==> src/rtl/udp_rx_capture.sv <==
// rtl/udp_rx_capture.sv - MII receive UDP payload filter and 32-bit RAM word packer
module udp_rx_capture #(
  parameter int          ADDR_W    = 9,
  parameter int          MAX_WORDS = 376,
  parameter logic [15:0] UDP_PORT  = 16'd5000
) (
  input  logic              clk,
  input  logic              rst,
  input  logic              rx_dv,
  input  logic [3:0]        rxd,
  input  logic              rx_er,
  input  logic              arm,
  output logic [ADDR_W-1:0] wr_addr,
  output logic [31:0]       wr_data,
  output logic              wr_ena,
  output logic              busy,
  output logic              done,
  output logic              err,
  output logic              ovf,
  output logic [15:0]       byte_count
);

  typedef enum logic [2:0] {S_IDLE, S_GAP, S_PRE, S_HDR, S_PAY, S_SKIP, S_DONE} state_t;

  localparam logic [ADDR_W-1:0] ADDR_MAX = ADDR_W'(MAX_WORDS);
  localparam logic [15:0]       WORD_MAX = 16'(MAX_WORDS);

  state_t            state_q, state_d;
  logic              phase_q, phase_d;
  logic [3:0]        lo_nib_q, lo_nib_d;
  logic [5:0]        hdr_cnt_q, hdr_cnt_d;
  logic [7:0]        len_hi_q, len_hi_d;
  logic [15:0]       remaining_q, remaining_d;
  logic [31:0]       word_q, word_d;
  logic [1:0]        byte_idx_q, byte_idx_d;
  logic [15:0]       word_cnt_q, word_cnt_d;
  logic [ADDR_W-1:0] wr_addr_q, wr_addr_d;
  logic [31:0]       wr_data_q, wr_data_d;
  logic              wr_ena_q, wr_ena_d;
  logic              done_q, done_d;
  logic              err_q, err_d;
  logic              ovf_q, ovf_d;
  logic [15:0]       byte_count_q, byte_count_d;

  logic              byte_vld;
  logic [7:0]        rx_byte;

  // A byte completes on the second nibble of each rx_dv-aligned pair.
  always_comb begin
    byte_vld = rx_dv & phase_q;
    rx_byte  = {rxd, lo_nib_q};
    phase_d  = rx_dv ? ~phase_q : 1'b0;
    lo_nib_d = (rx_dv && !phase_q) ? rxd : lo_nib_q;
  end

  always_comb begin
    state_d      = state_q;
    hdr_cnt_d    = hdr_cnt_q;
    len_hi_d     = len_hi_q;
    remaining_d  = remaining_q;
    word_d       = word_q;
    byte_idx_d   = byte_idx_q;
    word_cnt_d   = word_cnt_q;
    wr_addr_d    = wr_addr_q;
    wr_data_d    = wr_data_q;
    wr_ena_d     = 1'b0;
    done_d       = done_q;
    err_d        = err_q;
    ovf_d        = ovf_q;
    byte_count_d = byte_count_q;

    if (wr_ena_q && wr_addr_q != ADDR_MAX) wr_addr_d = wr_addr_q + 1'b1;

    if (!arm) begin
      state_d = S_IDLE;
    end else begin
      case (state_q)
        S_IDLE: begin
          state_d      = S_GAP;
          done_d       = 1'b0;
          err_d        = 1'b0;
          ovf_d        = 1'b0;
          byte_count_d = 16'd0;
          wr_addr_d    = '0;
        end
        S_GAP: if (!rx_dv) state_d = S_PRE;
        S_PRE: begin
          if (byte_vld) begin
            if (rx_byte == 8'hD5) begin
              state_d   = S_HDR;
              hdr_cnt_d = 6'd0;
            end else if (rx_byte != 8'h55) begin
              state_d = S_SKIP;
            end
          end
        end
        S_HDR: begin
          if (!rx_dv || rx_er) begin
            err_d   = 1'b1;
            state_d = S_DONE;
          end else if (byte_vld) begin
            hdr_cnt_d = hdr_cnt_q + 6'd1;
            case (hdr_cnt_q)
              6'd12: if (rx_byte != 8'h08) state_d = S_SKIP;
              6'd13: if (rx_byte != 8'h00) state_d = S_SKIP;
              6'd14: if (rx_byte != 8'h45) state_d = S_SKIP;
              6'd23: if (rx_byte != 8'h11) state_d = S_SKIP;
              6'd36: if (rx_byte != UDP_PORT[15:8]) state_d = S_SKIP;
              6'd37: if (rx_byte != UDP_PORT[7:0]) state_d = S_SKIP;
              6'd38: len_hi_d = rx_byte;
              6'd39: begin
                if ({len_hi_q, rx_byte} < 16'd8) begin
                  err_d   = 1'b1;
                  state_d = S_DONE;
                end else begin
                  remaining_d = {len_hi_q, rx_byte} - 16'd8;
                end
              end
              6'd41: begin
                byte_idx_d = 2'd0;
                word_cnt_d = 16'd0;
                state_d    = (remaining_q == 16'd0) ? S_DONE : S_PAY;
              end
              default: ;
            endcase
          end
        end
        S_PAY: begin
          if (word_cnt_q == WORD_MAX) begin
            // Overflow: drain the rest of the declared payload without storing it.
            if (!rx_dv) begin
              state_d = S_DONE;
            end else if (rx_er) begin
              err_d   = 1'b1;
              state_d = S_DONE;
            end else if (byte_vld) begin
              remaining_d = remaining_q - 16'd1;
              if (remaining_q == 16'd1) state_d = S_DONE;
            end
          end else if (!rx_dv || rx_er) begin
            err_d   = 1'b1;
            state_d = S_DONE;
          end else if (byte_vld) begin
            remaining_d  = remaining_q - 16'd1;
            byte_count_d = byte_count_q + 16'd1;
            byte_idx_d   = byte_idx_q + 2'd1;
            word_d       = (byte_idx_q == 2'd0) ? {24'd0, rx_byte}
                           : (word_q | ({24'd0, rx_byte} << {byte_idx_q, 3'b000}));
            if (byte_idx_q == 2'd3 || remaining_q == 16'd1) begin
              wr_ena_d   = 1'b1;
              wr_data_d  = word_d;
              word_cnt_d = word_cnt_q + 16'd1;
            end
            if (remaining_q == 16'd1) begin
              state_d = S_DONE;
            end else if (byte_idx_q == 2'd3 && word_cnt_q + 16'd1 == WORD_MAX) begin
              ovf_d = 1'b1;
            end
          end
        end
        S_SKIP: if (!rx_dv) state_d = S_PRE;
        S_DONE: ;
        default: state_d = S_IDLE;
      endcase
    end

    if (state_d == S_DONE) done_d = 1'b1;
  end

  always_ff @(posedge clk or posedge rst) begin
    if (rst) begin
      state_q      <= S_IDLE;
      phase_q      <= 1'b0;
      lo_nib_q     <= 4'd0;
      hdr_cnt_q    <= 6'd0;
      len_hi_q     <= 8'd0;
      remaining_q  <= 16'd0;
      word_q       <= 32'd0;
      byte_idx_q   <= 2'd0;
      word_cnt_q   <= 16'd0;
      wr_addr_q    <= '0;
      wr_data_q    <= 32'd0;
      wr_ena_q     <= 1'b0;
      done_q       <= 1'b0;
      err_q        <= 1'b0;
      ovf_q        <= 1'b0;
      byte_count_q <= 16'd0;
    end else begin
      state_q      <= state_d;
      phase_q      <= phase_d;
      lo_nib_q     <= lo_nib_d;
      hdr_cnt_q    <= hdr_cnt_d;
      len_hi_q     <= len_hi_d;
      remaining_q  <= remaining_d;
      word_q       <= word_d;
      byte_idx_q   <= byte_idx_d;
      word_cnt_q   <= word_cnt_d;
      wr_addr_q    <= wr_addr_d;
      wr_data_q    <= wr_data_d;
      wr_ena_q     <= wr_ena_d;
      done_q       <= done_d;
      err_q        <= err_d;
      ovf_q        <= ovf_d;
      byte_count_q <= byte_count_d;
    end
  end

  assign wr_addr    = wr_addr_q;
  assign wr_data    = wr_data_q;
  assign wr_ena     = wr_ena_q;
  assign done       = done_q;
  assign err        = err_q;
  assign ovf        = ovf_q;
  assign byte_count = byte_count_q;
  assign busy       = (state_q != S_IDLE) && (state_q != S_DONE);

endmodule

==> config.mk <==
export PLATFORM = sky130hd
export DESIGN_NAME = udp_rx_capture
export DESIGN_NICKNAME = d
export VERILOG_FILES = /design/src/rtl/udp_rx_capture.sv
export SDC_FILE = /design/constraint.sdc
export NUM_CORES = 1
export LEC_CHECK = 0
export CAP_MARGIN = 30
export CORE_ASPECT_RATIO = 1.4
export CORE_MARGIN = 8
export CORE_UTILIZATION = 30
export CTS_CLUSTER_DIAMETER = 100
export DETAILED_ROUTE_END_ITERATION = 12
export GPL_TIMING_DRIVEN = 0
export HOLD_SLACK_MARGIN = 0.1
export PLACE_DENSITY = 0.58
export REMOVE_ABC_BUFFERS = 1
export SETUP_SLACK_MARGIN = 0.4
export SLEW_MARGIN = 20
export SYNTH_ARGS = -nofsm -noshare
export SYNTH_HDL_FRONTEND = slang
export SYNTH_SLANG_ARGS = --single-unit
==> constraint.sdc <==
create_clock -name clk -period 6.25 [get_ports clk]
set_clock_uncertainty 0.15 [all_clocks]
set_input_delay 0.625 -clock clk [delete_from_list [all_inputs] [get_ports clk]]
set_output_delay 0.625 -clock clk [all_outputs]
set_load 0.05 [all_outputs]
* Word level (Yosys, flattened, before mapping)
Index checks and enable logic that the tools add are counted.
** Word-level totals
- Word-level logic and storage cells :: 197
- Output and inout bits :: 62
- Flip-flop bits (word level) :: 149
** Cells by class
- Add/subtract/negate cells :: 7
- Reduce and logical (&&, ||, !) cells :: 31
- Multiplexer cells :: 86
- Shift-type cells :: 1
- $lt $le $gt $ge :: 1
- Eq/ne operators :: 50
- Bitwise logic cells :: 5
** Operator list (number)
- two-way mux 16 bit :: 19
- case mux 16 bit (2 select lines) :: 3
- two-way mux 3 bit :: 20
- adder 16 x 1 -> 16 bit (second input constant) :: 2
- equality test 16 x 9 -> 1 bit (second input constant) :: 2
- two-way mux 32 bit :: 1
- bitwise OR 32 bit :: 1
- << shifter 8 x 5 -> 32 bit :: 1
- equality test 6 bit (second input constant) :: 5
- two-way mux 9 bit :: 3
- inequality test 3 bit (second input constant) :: 9
- two-way mux 6 bit :: 4
- inequality test 2 bit (second input constant) :: 12
- case mux 3 bit (8 select lines) :: 1
- two-way mux 1 bit :: 23
- equality test 6 x 4 -> 1 bit (second input constant) :: 3
- case mux 3 bit (6 select lines) :: 1
- AND reduction 9 bit :: 2
- equality test 16 x 1 -> 1 bit (second input constant) :: 1
- zero test 16 bit :: 1
- < comparator 16 x 4 -> 1 bit (second input constant) :: 1
- inequality test 8 x 5 -> 1 bit (second input constant) :: 2
- inequality test 8 x 7 -> 1 bit (second input constant) :: 2
- AND reduction 8 bit :: 2
- 35 further kinds :: 60

* Logic depth before layout (Yosys ltp)
Gate-level depths: netlist of run 1.
- Depth in word-level cells :: 11
- Mapped depth :: 11
- Mapped depth without buffers :: 9

* Worst setup path after synthesis of run 1
No wires, ideal clock.
- Kind :: input port to flip-flop
- From :: input port rxd[3]
- To :: register done_q, in the netlist done
- Data arrival time :: 2480 ps
- Data required time :: 6005 ps
- Stages on the path :: 8
- Library setup time :: 95 ps
- Slack :: 3524 ps
- Path through :: or2_1 clkbuf_1 or4b_2 o22ai_1 a311oi_1 nor4bb_1 o221a_2 o31ai_1
** On the way
- Longest elaborated chain between the ends :: 10
- Elaborated cells on any way between the ends :: 29
- Those cells by class :: order compare: 1; eq/ne: 8; mux: 16; reduce/logical: 4
** RTL lines
- start, declared :: RTL line 10 : input logic [3:0] rxd,
- < comparator 16 x 4 -> 1 bit, or another cell as far along :: RTL line 112 : if ({len_hi_q, rx_byte} < 16'd8) begin
- two-way mux 3 bit, or another cell as far along :: RTL line 112
- case mux 3 bit (8 select lines) :: RTL line 103 : case (hdr_cnt_q)
- two-way mux 3 bit :: RTL line 101 : end else if (byte_vld) begin
- two-way mux 3 bit :: RTL line 98 : if (!rx_dv || rx_er) begin
- case mux 3 bit (6 select lines) (*) :: RTL line 77 : case (state_q)
- two-way mux 3 bit (*) :: RTL line 74 : if (!arm) begin
- equality test 3 bit (*) :: RTL line 167 : if (state_d == S_DONE) done_d = 1'b1;
- nonzero test 2 bit (no source line)
- AND reduction 2 bit (no source line)
- end signal, assigned :: RTL line 201 : done_q <= done_d;
- end, declared :: RTL line 40 : logic done_q, done_d;
Every way passes the cells marked *; elsewhere a longest branch is shown, timed or not.
A chain may end at the register's enable or synchronous reset.

* Final worst setup path of run 1
- From :: input port rxd[3]
- To :: register remaining_q[6]
** On the way
- Longest elaborated chain between the ends :: 3
** RTL lines
- < comparator 16 x 4 -> 1 bit :: RTL line 112
- inequality test 2 bit (no source line)
- AND reduction 9 bit (no source line)
- end signal, assigned :: RTL line 194 : remaining_q <= remaining_d;
- end, declared :: RTL line 33 : logic [15:0] remaining_q, remaining_d;
No other way between the ends.

==> run_results.csv, run 1 <==
group,metric,value,unit
min_path,worstHoldStart,"wr_data[25]",
final_layout,final_cell_mix,"dfrtp_1, nor2_1, nand2_1",
drt,dr.pass1.iters,5,
grt,track_usage,13.47,%
logic_synthesis,synth_flop_cell,"dfrtp_1",
clocking,holdBufCountCts,0,
logic_synthesis,yosysSeqAreaShare,46.29,%
status,status,"finished, final reports clean",
setup_path,cp-start-kind,"input port",
logic_synthesis,synth.distinct_cells,65,
sta,clock.fmax,0.2700,GHz
final_layout,final_cells,1296,
floorplanning,start_util,30.23,%
grt,grt_max_degree,101,
grt,grt_pass1_vias,6758,
setup_path,critPathCaptureType,"register",
grt,grt_pass1_wl,35.62,mm
logic_synthesis,synth_edf_count,0,
floorplanning,die_y,209.9,um
final_layout,fin_nets,980,
sta,setup_viol,0,
sta,rsz0062_at_grt,"no",
final_layout,antenna_cells,0,
pwr,total_leakage_power,4.122,nW
setup_path,worst_ep_arrival_time,3.87,ns
drt,drc,0,
flow_run,drv_cap,0,
pwr,powerDensity,248.1,nW/um2
floorplanning,core_area,26650,um2
floorplanning,fp-row-count,71,
final_layout,mostFrequentLayoutCell,"dfrtp_1",
setup_path,path_max_fanout,20,
clocking,root_buffer,"clkbuf_16",
logic_synthesis,synth_area,8055,um2
drt,wirelength,21.73,mm
final_layout,drive_gt1_share,8.161,%
logic_synthesis,ys_ff_latch,149,
setup_path,crit_type,"in -> reg",
min_path,hp-class,"reg -> reg",
clocking,htree_num_levels,4,
setup_path,cp-startpoint,"rxd[3]",
placed_design,routabilityCongestion,0.8201,
floorplanning,boundaryPins,71,
floorplanning,die_w,154.5,um
clocking,clockBufferDepth,2,
grt,antenna_found_initial,0,
sta,layout_min_cycle_time,3.704,ns
drt,avgRoutedWirePerCell,16.77,um
clocking,cts_buffers,17,
logic_synthesis,netlist_instances,910,
sta,finalSetupTns,0,ns
sta,whs,0.3311,ns
sta,post-route-period-util,59.26,%
logic_synthesis,syn_avg_cell_area,8.852,um2
logic_synthesis,synth-warning-count,0,
clocking,post_cts_buffers,0,
final_layout,fillers,2764,
sta,hold_viol,0,
placed_design,hpwl,14.97,mm
clocking,cts_tree,"yes",
logic_synthesis,synth-async-reset-ratio,100.0,%
sta,worstMarginPinSlew,0.9836,ns
placed_design,portBuffers,70,
clocking,cts.sinks,149,
drt,vias,6865,
drt,ant_nets,0,
floorplanning,die_area,32430,um2
drt,routed_via_density,5.297,
final_layout,syn2layout_area_growth,20.43,%
grt,grt_overflow_total,0,
pwr,vdd_drop_max,0.2004,mV
final_layout,finalInstanceArea,9701,um2
clocking,clkLatencyLatePin,0.43,ns
placed_design,dp_cells,1262,
placed_design,placed_area,9096,um2
drt,drt_iter0_drc,447,
clocking,path_clk_slew,0.07,ns
sta,relSlewSlack,33.92,%
setup_path,r2r_start,"state_q[2]",
setup_path,required,6.42,ns
sta,drv_slew,0,
clocking,cts_resized,0,
[power by group]
| group | switching (W) | internal (W) | total (W) | leakage, nW |
|---|---|---|---|---|
| Clock | 0.000437 | 0.000591 | 0.00103 | 0.273 |
| Sequential | 0.0000743 | 0.00101 | 0.00109 | 1.99 |
| Combinational | 0.000185 | 0.000107 | 0.000293 | 1.86 |
[cell families (layout without fill, tap and decap cells)]
group           after synthesis  after routing  synth area share, %
buf+inv                      88            146                4.489
flops                       149            149                46.29
mux                          17             17                2.283
compound gates              250            250                18.95
fa+ha+maj                    16             16                2.485
xor+xnor                     30             30                3.262
simple gates                360            360                22.24
[synth_stat cells, types with 9 or more instances]
master	count	area (um2)
nand3_1	28	140.1
mux2_2	11	123.9
a21oi_1	87	435.4
or3_1	13	81.33
ha_1	16	200.2
dfrtp_1	149	3729
and3_1	10	62.56
o31ai_1	36	270.3
and2_1	9	56.30
o21ai_0	63	315.3
xor2_1	17	148.9
clkbuf_1	42	157.7
inv_1	32	120.1
nor3_1	16	80.08
a31oi_1	9	56.30
nor4_1	12	75.07
xnor2_1	13	113.9
nand2_1	97	364.1
nand4_1	22	137.6
nor2_1	99	371.6
[area by class of cell]
type	instances	area [um2]	area share (%)
Sequential cell	149	3729	38.44
Inverter	33	131.4	1.354
Timing Repair Buffer	81	853.3	8.797
Clock inverter	14	152.6	1.574
Tap cell	328	410.4	4.231
Clock buffer	18	429.2	4.424
Multi-Input combinational cell	673	3995	41.18
[final timing paths]
kind                                   to  cells after the start  slack (ns)
setup / recovery           remaining_q[6]                      7        2.55
hold / removal                wr_data[25]                      2        0.33
setup reg to reg                word_q[8]                      7        2.85
hold reg to reg               wr_data[25]                      2        0.33
max in group asynchronous     wr_data[18]                      3        4.68
min in group asynchronous      wr_data[6]                      2        0.45
[per-stage QoR]
stage | setup slack [ns] | utilization [%] | total power [W]
after floorplan | 0.4177 | - | 0.001284
after global placement | -2.888 | 33.50 | 0.001384
after detailed placement | 1.895 | 34.13 | 0.001396
after CTS | 2.319 | 36.31 | 0.002436
after global routing | 2.320 | 36.40 | 0.002518
final | 2.546 | 36.40 | 0.002407
[sequential cells by signal, summed over array words and instances (netlist names), 6 cells and up]
signal	cells
word_cnt_q	16
len_hi_q	8
byte_count	16
hdr_cnt_q	6
remaining_q	16
word_q	32
wr_data	32
wr_addr	9
[layer usage]
metal / wire, um / global-route usage, % / part of all wire (%) / vias up
met5: 0 / 0 / 0 / -
met4: 429 / 4.710 / 2.0 / 0
li1: - / - / - / 3358
met1: 9523 / 16.26 / 44 / 3332
met3: 838 / 2.697 / 3.9 / 28
met2: 10940 / 23.35 / 50 / 147
[worst max-delay path, cell delays in order]
cell and delay (ns):
clkdlybuf4s50_1 0.84, or2_1 0.54, nor4b_2 0.61, a311oi_1 0.27, o21ai_2 0.66, nor2_1 0.11
o22a_1 0.20
No activity file was read; power rests on OpenSTA's default activity.
==> run 2, diff against run 1 <==
- clock period: 6.25 -> 3.6 ns (I/O delays scaled with it)
==> run 2 against run 1 <==
Net effect: via count increased by 1.1%; design area increased by 1.4%; sequential share of layout area decreased by 0.53 points; critical endpoint is now word_q[21]; sequential power increased by 73%; setup slack got worse by 1.9 ns.
==> run_results.csv, run 2 (synthesized netlist as in run 1, its figures left out) <==
group,metric,value,unit
drt,routed_via_density,5.343,
grt,track_usage,13.47,%
pwr,total_power,0.004186,W
floorplanning,die_area,32430,um2
final_layout,fin_nets,983,
sta,worstMarginPinSlew,0.8769,ns
setup_path,worst_ep_arrival_time,3.18,ns
drt,wirelength,22.22,mm
grt,grt_overflow_total,0,
floorplanning,boundaryPins,71,
pwr,p_sw,0.001215,W
pwr,p_sw_share,29.03,%
setup_path,critPathCaptureType,"register",
final_layout,syn2layout_area_growth,22.10,%
sta,rsz0062_at_grt,"yes",
final_layout,final_cells,1299,
clocking,clockBufferDepth,2,
drt,vias,6941,
pwr,p_int,0.002971,W
setup_path,cp-start-kind,"input port",
placed_design,dp_cells,1262,
setup_path,ff2ff_setup_slack,0.63,ns
final_layout,mostFrequentLayoutCell,"dfrtp_1",
drt,drt_iter0_drc,432,
clocking,cts_buffers,17,
pwr,pwr-share-seq,45.1,%
clocking,htree_num_levels,4,
setup_path,crit_type,"in -> reg",
floorplanning,core_area,26650,um2
setup_path,r2r.worst_path.cells,10,
final_layout,final_cell_mix,"dfrtp_1, nor2_1, nand2_1",
placed_design,dp_slack,-0.4901,ns
pwr,powerDensity,425.6,nW/um2
final_layout,antenna_cells,0,
sta,clock.fmax,0.3361,GHz
clocking,root_buffer,"clkbuf_16",
sta,setup_slack,0.6251,ns
drt,avgRoutedWirePerCell,17.10,um
sta,post-route-period-util,82.64,%
floorplanning,fp-row-count,71,
clocking,path_clk_slew,0.06,ns
pwr,p_comb_share,12.3,%
floorplanning,start_util,30.23,%
grt,grt_pass1_wl,35.63,mm
grt,antenna_found_initial,0,
sta,relSlewSlack,41.22,%
sta,hold_viol,0,
drt,drc,0,
final_layout,finalInstanceArea,9836,um2
pwr,pwr-share-clk,42.5,%
clocking,cts_tree,"yes",
setup_path,path_max_fanout,8,
floorplanning,die_w,154.5,um
drt,ant_nets,0,
placed_design,hpwl,14.97,mm
sta,layout_min_cycle_time,2.975,ns
drt,dr.pass1.iters,5,
grt,grt_max_degree,101,
placed_design,portBuffers,70,
clocking,clkLatencyLatePin,0.43,ns
final_layout,fillers,2750,
pwr,vdd_drop_max,0.3522,mV
placed_design,placed_area,9096,um2
pwr,total_leakage_power,4.170,nW
placed_design,routabilityCongestion,0.8201,
setup_path,required,3.81,ns
final_layout,drive_gt1_share,9.475,%
grt,grt_pass1_vias,6780,
sta,finalSetupTns,0,ns
sta,setup_viol,0,
status,status,"finished, final reports clean",
sta,drv_slew,0,
floorplanning,die_y,209.9,um
flow_run,drv_cap,0,
min_path,hp-class,"in -> async",
clocking,cts.sinks,149,
==> run 2: cell count changes in the layout (fill, tap and decap cells not counted), sizes merged <==
cell	delta
o21ai	+1
clkbuf	+1
dlymetal6s2s	+2
clkdlybuf4s50	-3
buf	+1
dlygate4sd2	+1
==> run 2: stage by stage <==
step / hold WS (ns) / utilization [%]
CTS: 0.1894 / 36.44
floorplan: 0.3055 / -
global placement: 0.3118 / 33.50
finish: 0.1890 / 36.91
global route: 0.2128 / 36.91
detailed placement: 0.3188 / 34.13
==> run 2: what timing repair did <==
item / 4_1_cts / 5_1_grt
hold buffers: 0 / 0
setup buffers: 0 / 2
pin swaps: 0 / 1
gates resized for setup: 8 / 11
cloned: 0 / 2
endpoints found under the hold margin: 0 / 0
endpoints found under the setup margin: 52 / 94
==> run 2: area by class of cell <==
type                    instances  area, um2  area share, %
repair buffers                 83      895.9          9.108
clock buffers                  18      429.2          4.363
clock inverters                14      152.6          1.552
flip-flops and latches        149       3729          37.91
inverters                      33      131.4          1.336
multi-input cells             674       4088          41.56
well taps                     328      410.4          4.173
==> run 2: power groups by stage <==
stage / logic [W] / clock network, W / registers, W
floorplan: 0.000344 / 0 / 0.00189
global placement: 0.000493 / 0 / 0.00191
detailed placement: 0.000511 / 0 / 0.00191
CTS: 0.000514 / 0.00183 / 0.00188
global route: 0.000584 / 0.00189 / 0.00190
finish: 0.000516 / 0.00178 / 0.00189
==> run 2: routing by layer <==
layer / global-route usage, % / up-vias / part of all wire, %
met5: 0 / - / 0
met3: 2.697 / 27 / 3.9
met4: 4.710 / 0 / 1.8
met2: 23.43 / 137 / 51
met1: 16.21 / 3405 / 43
li1: - / 3372 / -
==> run 2: worst max-delay path: stages <==
cell             delay (ns)
clkdlybuf4s50_1        0.61
inv_1                  0.18
nor3_2                 0.76
nand3_2                0.47
nor3_2                 0.54
a21oi_1                0.13
nor2_1                 0.12
==> run 2: worst paths after layout <==
path / startpoint / endpoint
setup / recovery: arm / word_q[21]
hold reg to reg: wr_data[18] / wr_data[18]
setup reg to reg: word_cnt_q[0] / wr_data[7]
min in group clk: wr_data[18] / wr_data[18]
max in group asynchronous: rst / word_cnt_q[3]
hold / removal: rst / wr_data[6]
==> run 3, diff against run 2 <==
- PLACE_DENSITY: 0.58 -> 0.6
- clock period: 3.6 -> 2.56 ns (I/O delays scaled with it)
==> run 3 against run 2 <==
Net effect: the flow now finishes with violations (negative setup slack); highest routed layer unchanged; design area is 24% higher; hold slack better by 0.12 ns; critical endpoint is now byte_count[3]; register-to-register slack worse by 0.81 ns; final cell count is 7.8% higher; wire length is 21% higher; setup slack worse by 0.81 ns; largest power group unchanged; combinational power is 96% higher.
==> run_results.csv, run 3 (synthesized netlist as in run 1, its figures left out) <==
group,metric,value,unit
status,status,"finished, violations left",
status,violations,"negative setup slack",
sta,worstMarginPinSlew,0.8010,ns
floorplanning,start_util,30.23,%
flow_run,drv_cap,0,
setup_path,ff2ff_setup_slack,-0.18,ns
setup_path,crit_path_end,"byte_count[3]",
floorplanning,die_w,154.5,um
sta,rsz0062_at_grt,"yes",
setup_path,required,2.71,ns
floorplanning,die_y,209.9,um
grt,track_usage,15.14,%
placed_design,routabilityCongestion,0.8007,
drt,ant_nets,0,
sta,post-route-period-util,107.2,%
pwr,powerDensity,509.4,nW/um2
setup_path,critPathCaptureType,"register",
placed_design,portBuffers,70,
sta,layout_min_cycle_time,2.743,ns
pwr,vdd_drop_max,0.5050,mV
setup_path,cp-start-kind,"register",
clocking,cts_tree,"yes",
grt,grt_pass1_vias,7385,
min_path,hold_depth,3,
final_layout,drive_gt1_share,36.19,%
placed_design,hpwl,14.81,mm
sta,drv_slew,0,
drt,drt_iter0_drc,568,
pwr,total_leakage_power,5.182,nW
grt,antenna_found_initial,0,
setup_path,r2r.worst_path.cells,11,
placed_design,dp_slack,-1.327,ns
grt,grt_max_degree,102,
clocking,root_buffer,"clkbuf_16",
setup_path,worst_ep_arrival_time,2.89,ns
setup_path,r2r_start,"word_cnt_q[0]",
setup_path,cp-startpoint,"word_cnt_q[0]",
floorplanning,die_area,32430,um2
clocking,htree_num_levels,4,
setup_path,path_cells,"inv_2 > ha_4 > or4b_1 > or4_4 > a31o_4 > buf_4 > buf_6 > nand3_2 > nor2_2 > xnor2_1 > nor2_1",
floorplanning,core_area,26650,um2
clocking,clockBufferDepth,2,
sta,hold_viol,0,
drt,routed_via_density,5.558,
final_layout,fin_nets,1084,
setup_path,worst_path_max_delay_cell,"or4_4",
min_path,hp-class,"in -> reg",
drt,vias,7781,
floorplanning,fp-row-count,71,
floorplanning,boundaryPins,71,
final_layout,fin_util,45.76,%
final_layout,antenna_cells,0,
grt,grt_pass1_wl,39.72,mm
final_layout,final_cell_mix,"dfrtp_1, nor2_1, nand2_1",
clocking,cts.sinks,149,
final_layout,fillers,2359,
grt,grt_overflow_total,0,
sta,relSlewSlack,46.11,%
sta,setup_viol,89,
clocking,path_clk_slew,0.07,ns
final_layout,finalInstanceArea,12190,um2
setup_path,crit_type,"reg -> reg",
drt,avgRoutedWirePerCell,19.12,um
drt,wirelength,26.77,mm
setup_path,path_max_fanout,4,
sta,clock.fmax,0.3645,GHz
drt,dr.pass1.iters,5,
sta,setup_slack,-0.1834,ns
final_layout,mostFrequentLayoutCell,"dfrtp_1",
clocking,cts_buffers,17,
final_layout,syn2layout_area_growth,51.38,%
drt,drc,0,
setup_path,slowest_delay,0.55,ns
clocking,clkLatencyLatePin,0.43,ns
placed_design,placed_area,9084,um2
pwr,total_power,0.006212,W
setup_path,r2r_end,"byte_count[3]",
-- run 3: cell count changes in the layout (fill, tap and decap cells not counted), moves of 17 or more --
cell	before	now
o31ai_1	36	8
dfrtp_1	149	127
dfrtp_2	0	21
a21oi_1	87	63
buf_4	5	57
o31ai_4	0	17
o21ai_1	0	23
nand2_1	96	66
a21oi_2	0	20
nand2_4	0	23
buf_6	1	32
o21ai_0	63	21
-- run 3: what timing repair did --
| action | 4_1_cts | 5_1_grt |
|---|---|---|
| setup buffers | 48 | 43 |
| gates resized for setup | 157 | 233 |
| endpoints found under the hold margin | 22 | 0 |
| gates cloned | 5 | 9 |
| hold buffers | 1 | 0 |
| pin swaps | 39 | 93 |
| setup endpoints to repair | 146 | 142 |
-- run 3: final cells by class --
| type | count | area [um2] | share of cell area [%] |
|---|---|---|---|
| flip-flops and latches | 149 | 3759 | 30.82 |
| repair buffers | 182 | 2007 | 16.46 |
| clock inverters | 15 | 157.7 | 1.293 |
| multi-input cells | 676 | 5301 | 43.47 |
| inverters | 33 | 133.9 | 1.098 |
| clock buffers | 17 | 425.4 | 3.489 |
| well taps | 328 | 410.4 | 3.365 |
-- run 3: metal layers --
layer / up-vias / part of all wire [%] / GRT usage [%]
met1: 3849 / 41 / 18.31
met3: 69 / 4.1 / 2.902
met2: 256 / 52 / 25.92
met5: - / 0 / 0
met4: 0 / 3.7 / 6.167
li1: 3607 / - / -
-- run 3: critical path: cells and delay by family (launching register included) --
family	cells	cell delay, ns
buffers and inverters	3	0.32
xor gates and xnor gates	1	0.18
AOI/OAI and AO/OA	1	0.25
adders and majority gates	1	0.12
DFF	1	0.43
and+or+nand+nor	5	1.16
-- run 3: stage by stage --
stage / instances / TNS (ns) / hold slack [ns]
6_report: 1400 / -8.929 / 0.3126
4_1_cts: 1348 / -2.766 / 0.2929
3_3_place_gp: 1253 / -1136.61 / 0.3146
3_5_place_dp: 1262 / -111.49 / 0.3185
2_1_floorplan: 855 / -502.19 / 0.2228
5_1_grt: 1400 / -13.33 / 0.3303
-- run 3: worst min path at each step --
stage | from | end | slack (ns)
after floorplan | rxd[3] | lo_nib_q[3] | 0.22
after global placement | wr_data[18] | wr_data[18] | 0.31
after detailed placement | wr_data[15] | wr_data[15] | 0.32
after CTS | rxd[3] | lo_nib_q[3] | 0.29
after global routing | rxd[2] | word_q[6] | 0.33
final | rxd[2] | word_q[6] | 0.31
-- run 3: power by group --
group / switching (W) / internal, W
clock: 0.00116 / 0.00138
sequential: 0.000187 / 0.00248
combinational: 0.000616 / 0.000396
